### src/rtl/nios_iterative_div_cell_if.sv
// rtl/nios_iterative_div_cell_if.sv - start/result handshake between the core and the divide cell
interface nios_iterative_div_cell_if #(
  parameter int WIDTH = 32
);
  logic             start;
  logic             is_signed;
  logic [WIDTH-1:0] dividend;
  logic [WIDTH-1:0] divisor;
  logic             busy;
  logic             done;
  logic [WIDTH-1:0] quotient;
  logic [WIDTH-1:0] remainder;
  logic             div_by_zero;

  modport master (
    output start, is_signed, dividend, divisor,
    input  busy, done, quotient, remainder, div_by_zero
  );

  modport slave (
    input  start, is_signed, dividend, divisor,
    output busy, done, quotient, remainder, div_by_zero
  );
endinterface

### src/rtl/nios_iterative_div_cell.sv
// rtl/nios_iterative_div_cell.sv - radix-2 restoring divider, one quotient bit per clock
module nios_iterative_div_cell #(
  parameter int WIDTH = 32
) (
  input  logic                     clk,
  input  logic                     reset,
  nios_iterative_div_cell_if.slave bus
);
  localparam int CW = (WIDTH > 2) ? $clog2(WIDTH) : 1;

  typedef enum logic [1:0] {IDLE, CALC, FIXUP} state_t;

  state_t           state_q, state_d;
  logic [WIDTH-1:0] rem_q, rem_d;
  logic [WIDTH-1:0] dvd_q, dvd_d;
  logic [WIDTH-1:0] dsr_q, dsr_d;
  logic [CW-1:0]    cnt_q, cnt_d;
  logic             negq_q, negq_d;
  logic             negr_q, negr_d;
  logic             zero_q, zero_d;
  logic [WIDTH-1:0] quotient_q, quotient_d;
  logic [WIDTH-1:0] remainder_q, remainder_d;
  logic             dbz_q, dbz_d;
  logic             done_q, done_d;

  logic [WIDTH:0]   shifted;
  logic [WIDTH:0]   trial;

  function automatic logic [WIDTH-1:0] magnitude(input logic [WIDTH-1:0] v, input logic sgn);
    return (sgn && v[WIDTH-1]) ? (~v + WIDTH'(1)) : v;
  endfunction

  // dvd_q doubles as the quotient register: dividend bits shift out the top while quotient bits enter the bottom
  always_comb begin
    state_d     = state_q;
    rem_d       = rem_q;
    dvd_d       = dvd_q;
    dsr_d       = dsr_q;
    cnt_d       = cnt_q;
    negq_d      = negq_q;
    negr_d      = negr_q;
    zero_d      = zero_q;
    quotient_d  = quotient_q;
    remainder_d = remainder_q;
    dbz_d       = dbz_q;
    done_d      = 1'b0;

    shifted = {rem_q, dvd_q[WIDTH-1]};
    trial   = shifted - {1'b0, dsr_q};

    case (state_q)
      IDLE: begin
        if (bus.start) begin
          dvd_d   = magnitude(bus.dividend, bus.is_signed);
          dsr_d   = magnitude(bus.divisor, bus.is_signed);
          negq_d  = bus.is_signed & (bus.dividend[WIDTH-1] ^ bus.divisor[WIDTH-1]);
          negr_d  = bus.is_signed & bus.dividend[WIDTH-1];
          zero_d  = (bus.divisor == '0);
          cnt_d   = CW'(WIDTH - 1);
          rem_d   = '0;
          state_d = CALC;
        end
      end
      CALC: begin
        if (!trial[WIDTH]) begin
          rem_d = trial[WIDTH-1:0];
          dvd_d = {dvd_q[WIDTH-2:0], 1'b1};
        end else begin
          rem_d = shifted[WIDTH-1:0];
          dvd_d = {dvd_q[WIDTH-2:0], 1'b0};
        end
        cnt_d = cnt_q - CW'(1);
        if (cnt_q == '0) begin
          state_d = FIXUP;
        end
      end
      FIXUP: begin
        // with a zero divisor every trial succeeds, so rem_q already holds |dividend|
        quotient_d  = zero_q ? '1 : (negq_q ? (~dvd_q + WIDTH'(1)) : dvd_q);
        remainder_d = negr_q ? (~rem_q + WIDTH'(1)) : rem_q;
        dbz_d       = zero_q;
        done_d      = 1'b1;
        state_d     = IDLE;
      end
      default: begin
        state_d = IDLE;
      end
    endcase
  end

  always_ff @(posedge clk or posedge reset) begin
    if (reset) begin
      state_q     <= IDLE;
      rem_q       <= '0;
      dvd_q       <= '0;
      dsr_q       <= '0;
      cnt_q       <= '0;
      negq_q      <= 1'b0;
      negr_q      <= 1'b0;
      zero_q      <= 1'b0;
      quotient_q  <= '0;
      remainder_q <= '0;
      dbz_q       <= 1'b0;
      done_q      <= 1'b0;
    end else begin
      state_q     <= state_d;
      rem_q       <= rem_d;
      dvd_q       <= dvd_d;
      dsr_q       <= dsr_d;
      cnt_q       <= cnt_d;
      negq_q      <= negq_d;
      negr_q      <= negr_d;
      zero_q      <= zero_d;
      quotient_q  <= quotient_d;
      remainder_q <= remainder_d;
      dbz_q       <= dbz_d;
      done_q      <= done_d;
    end
  end

  assign bus.busy        = (state_q != IDLE);
  assign bus.done        = done_q;
  assign bus.quotient    = quotient_q;
  assign bus.remainder   = remainder_q;
  assign bus.div_by_zero = dbz_q;
endmodule

### src/flat_wrapper.sv
// flat-port wrapper written by rule: the top's interface ports become plain ports
module nios_iterative_div_cell_flat 
#(
  parameter int WIDTH = 32
)
  (clk, reset, bus_start, bus_is_signed, bus_dividend, bus_divisor, bus_busy, bus_done, bus_quotient, bus_remainder, bus_div_by_zero);
  nios_iterative_div_cell_if #(.WIDTH(WIDTH)) bus_i ();
  input  logic clk;
  input  logic reset;
  input wire logic [$bits(bus_i.start)-1:0] bus_start;
  input wire logic [$bits(bus_i.is_signed)-1:0] bus_is_signed;
  input wire logic [$bits(bus_i.dividend)-1:0] bus_dividend;
  input wire logic [$bits(bus_i.divisor)-1:0] bus_divisor;
  output wire logic [$bits(bus_i.busy)-1:0] bus_busy;
  output wire logic [$bits(bus_i.done)-1:0] bus_done;
  output wire logic [$bits(bus_i.quotient)-1:0] bus_quotient;
  output wire logic [$bits(bus_i.remainder)-1:0] bus_remainder;
  output wire logic [$bits(bus_i.div_by_zero)-1:0] bus_div_by_zero;
  assign bus_i.start = bus_start;
  assign bus_i.is_signed = bus_is_signed;
  assign bus_i.dividend = bus_dividend;
  assign bus_i.divisor = bus_divisor;
  assign bus_busy = bus_i.busy;
  assign bus_done = bus_i.done;
  assign bus_quotient = bus_i.quotient;
  assign bus_remainder = bus_i.remainder;
  assign bus_div_by_zero = bus_i.div_by_zero;
  nios_iterative_div_cell #(.WIDTH(WIDTH)) u_core (.clk(clk), .reset(reset), .bus(bus_i));
endmodule
### config.mk
export PLATFORM = sky130hd
export DESIGN_NAME = nios_iterative_div_cell_flat
export DESIGN_NICKNAME = d
export VERILOG_FILES = /design/src/rtl/nios_iterative_div_cell_if.sv /design/src/rtl/nios_iterative_div_cell.sv /design/src/flat_wrapper.sv
export SDC_FILE = /design/constraint.sdc
export NUM_CORES = 1
export LEC_CHECK = 0
export ABC_AREA = 1
export BUFFER_PORTS_ARGS = -buffer_cell sky130_fd_sc_hd__clkbuf_2
export CORE_MARGIN = 2
export CORE_UTILIZATION = 25
export CTS_CLUSTER_SIZE = 25
export DETAILED_ROUTE_END_ITERATION = 10
export PLACE_DENSITY_LB_ADDON = 0.3
export REMOVE_ABC_BUFFERS = 1
export SETUP_SLACK_MARGIN = 0.5
export SLEW_MARGIN = 20
export SYNTH_ARGS = -nofsm -noshare
export SYNTH_HDL_FRONTEND = slang
export SYNTH_SLANG_ARGS = --single-unit
### constraint.sdc
create_clock -name clk -period 8.65 [get_ports clk]
set_input_delay 0.865 -clock clk [delete_from_list [all_inputs] [get_ports clk]]
set_output_delay 0.865 -clock clk [all_outputs]
set_load 0.005 [all_outputs]
==> results_dict.tcl <==
set metrics [dict create \
    clock_latency_ps 470 \
    synthDistinctLibCells 48 \
    fin_crit_sh 0.365 \
    ys.flop_type "dfrtp_1" \
    finalNonFillerCells 2820 \
    grt_start_max_net_pins 71 \
    ctsHoldBuffers 0 \
    postCtsSetupRepairBufs 0 \
    synth_seq_area_share 0.330 \
    drt_iter0_drc 971 \
    slew-limit-headroom 0.350 \
    fp-row-count 83 \
    via_per_inst 4.62 \
    ys_ff_latch 172 \
    post-route-drc-count 0 \
    setup_viol 0 \
    endpoint_kind "flip-flop" \
    p_clk_frac 0.137 \
    nFillCells 5714 \
    reg2reg_slack_ps 5510 \
    grt_pass1_vias 12800 \
    postSynthAreaPerCell_sq_um 6.45 \
    tritoncts "yes" \
    startpoint_type "input pin" \
    fmax_mhz 317 \
    synth_edf_count 0 \
    internal_power_mw 2.74 \
    power_frac_comb 0.613 \
    die_w_um 232 \
    start_util 0.253 \
    antenna_found_initial 2 \
    fin_skew_ps 11.5 \
    cts-resized-gates 0 \
    worstMarginPinSlew_ps 974 \
    cp_data_required_time_ps 9030 \
    portBuffers 134 \
    pin_count 135 \
    design.die.area_sq_um 54000 \
    fin_crit_ps 3150 \
    max_stage_delay_ps 760 \
    crit_type "in2reg" \
    coreArea_sq_um 51500 \
    dpl.hpwl_um 34400 \
    syn_area_sq_um 13100 \
    maxCapViolCount 0 \
    clkTransAtPathRegs_ps 70 \
    slowest_stage "nor2_4" \
    grtUsageTotal 0.164 \
    power_frac_seq 0.249 \
    timing.setup.tns_ps 0 \
    route.vias.total 13000 \
    cts_buffer_depth 2 \
    post-place-cells 2789 \
    drt_wl_total_um 43300 \
    rsz0062_at_grt "no" \
    antennaDiodeCount 0 \
    dieHeight_um 232 \
    hold_path.class "in2async" \
    syn_inst 2025 \
    fin_util 0.291 \
    wl_per_cell_um 15.4 \
    arrival_ps 3540 \
    hold_viol_final 0 \
    vdd_drop_max_uv 190 \
    cpMostUsedCell "buf_4" \
    clock_sinks 172 \
    power.leakage_nw 7.55 \
    cp_max_fo 54 \
    nNetsFinal 2235 \
    path_cells "clkbuf_2, nand2_2, buf_4, inv_2, nor2_4, buf_4, a22oi_1, o21ai_0" \
    power_switching_mw 3.07 \
    async_flop_share 1.00 \
    area_growth_pct 15.0 \
    grt_pass1_wl_um 70000 \
    cellPowerDensity_nw_per_um2 387 \
    h-tree-depth 4 \
    cts_buffers 17 \
    ant_nets 0 \
    synth_warnings 0 \
    gp_congestion 0.907 \
    grt_remaining_overflow 0 \
    firstDrtPassIters 5 \
    maxSlewViolCount 0 \
    switching_share 0.528 \
    status "finished clean" \
    drive_gt1_frac 0.107 \
    clockRootBuffer "clkbuf_16" \
]
cells by family after synthesis:
group / Yosys count / share of synthesized area
fa+ha+maj: 39 / 0.0380
compound gates: 245 / 0.109
simple gates: 1146 / 0.375
xor+xnor: 63 / 0.0423
flops: 172 / 0.330
buf+inv: 360 / 0.105
flip-flops by register name, indices dropped and copies added (netlist names):
signal / cells
u_core.bus.quotient: 32
u_core.bus.remainder: 32
u_core.dsr_q: 32
u_core.dvd_q: 32
u_core.rem_q: 32
u_core.cnt_q: 5
u_core.state_q: 2
u_core.bus.div_by_zero: 1
u_core.bus.done: 1
u_core.negq_q: 1
u_core.negr_q: 1
u_core.zero_q: 1
cell usage after synthesis (all sizes together), types with 3 or more instances:
| master | n | area share |
|---|---|---|
| nand2 | 632 | 0.19 |
| inv | 297 | 0.085 |
| nand3 | 211 | 0.082 |
| nor2 | 202 | 0.059 |
| dfrtp | 172 | 0.33 |
| o21ai | 116 | 0.045 |
| xor2 | 52 | 0.035 |
| clkbuf | 46 | 0.013 |
| a21oi | 43 | 0.017 |
| ha | 38 | 0.036 |
| nor3 | 35 | 0.015 |
| nand4 | 33 | 0.016 |
| a22oi | 31 | 0.018 |
| a31oi | 18 | 0.0086 |
| nand3b | 14 | 0.0081 |
| buf | 13 | 0.0056 |
| or2 | 12 | 0.0058 |
| xnor2 | 11 | 0.0074 |
| o22ai | 10 | 0.0048 |
| o31ai | 8 | 0.0046 |
| o211ai | 6 | 0.0035 |
| o21bai | 5 | 0.0029 |
| clkinv | 4 | 0.0012 |
| a21o | 3 | 0.0017 |
per-layer routing:
| layer | vias to the layer above | share of wire | track usage |
|---|---|---|---|
| met5 | - | 0.00060 | 0 |
| met2 | 251 | 0.45 | 0.257 |
| met1 | 6012 | 0.48 | 0.227 |
| met4 | 4 | 0.028 | 0.0589 |
| li1 | 6711 | - | - |
| met3 | 60 | 0.042 | 0.0267 |
cell usage in the layout (no fill, tap or decap), types with 14 or more instances in the layout:
cell type / instances
nand2_1: 620
inv_1: 281
nand3_1: 209
nor2_1: 194
dfrtp_1: 172
clkbuf_2: 134
o21ai_0: 105
xor2_1: 52
a21oi_1: 42
ha_1: 38
nand4_1: 33
nor3_1: 32
a22oi_1: 31
a31oi_1: 18
clkbuf_16: 17
inv_2: 16
nand3b_1: 14
critical path, delay by kind of cell:
family	cells	cell delay, ps
and+or+nand+nor	2	820
AOI/OAI and AO/OA	2	240
buffers and inverters	4	1550
stage by stage:
| stage | hold WS [ps] | instance area [sq um] | setup slack, ps | power [mW] |
|---|---|---|---|---|
| final | 479 | 15000 | 5500 | 5.81 |
| after global routing | 509 | 15000 | 5150 | 6.47 |
| after CTS | 486 | 15000 | 5440 | 5.83 |
| after detailed placement | 467 | 14400 | 4970 | 5.01 |
| after global placement | 466 | 14400 | 4990 | 4.96 |
| after floorplan | 449 | 12800 | 3120 | 4.00 |
power by group through the flow:
stage	Clock, mW	Combinational (mW)	Sequential (mW)
after floorplan	0	2.68	1.32
after global placement	0	3.51	1.45
after detailed placement	0	3.56	1.45
after CTS	0.821	3.57	1.44
after global routing	0.856	4.13	1.48
final	0.799	3.57	1.45
path summary, 6_finish.rpt:
check | to | cells past startpoint | from
min reg2reg | u_core.bus.remainder[28] | 2 | u_core.bus.remainder[28]
max in group asynchronous | u_core.cnt_q[0] | 4 | reset
min | u_core.bus.done | 2 | reset
min in group clk | u_core.bus.remainder[28] | 2 | u_core.bus.remainder[28]
max reg2reg | u_core.dvd_q[25] | 8 | u_core.state_q[1]
max | u_core.dvd_q[25] | 8 | bus_start
final cells by class:
cell class / count / area, sq um / area share
Multi-Input combinational cell: 1493 / 7390 / 0.492
Sequential cell: 172 / 4300 / 0.287
Inverter: 301 / 1130 / 0.0756
Tap cell: 680 / 851 / 0.0567
Timing Repair Buffer: 143 / 738 / 0.0492
Clock buffer: 19 / 453 / 0.0302
Clock inverter: 12 / 136 / 0.00909
No activity file was read; power rests on OpenSTA's default activity.
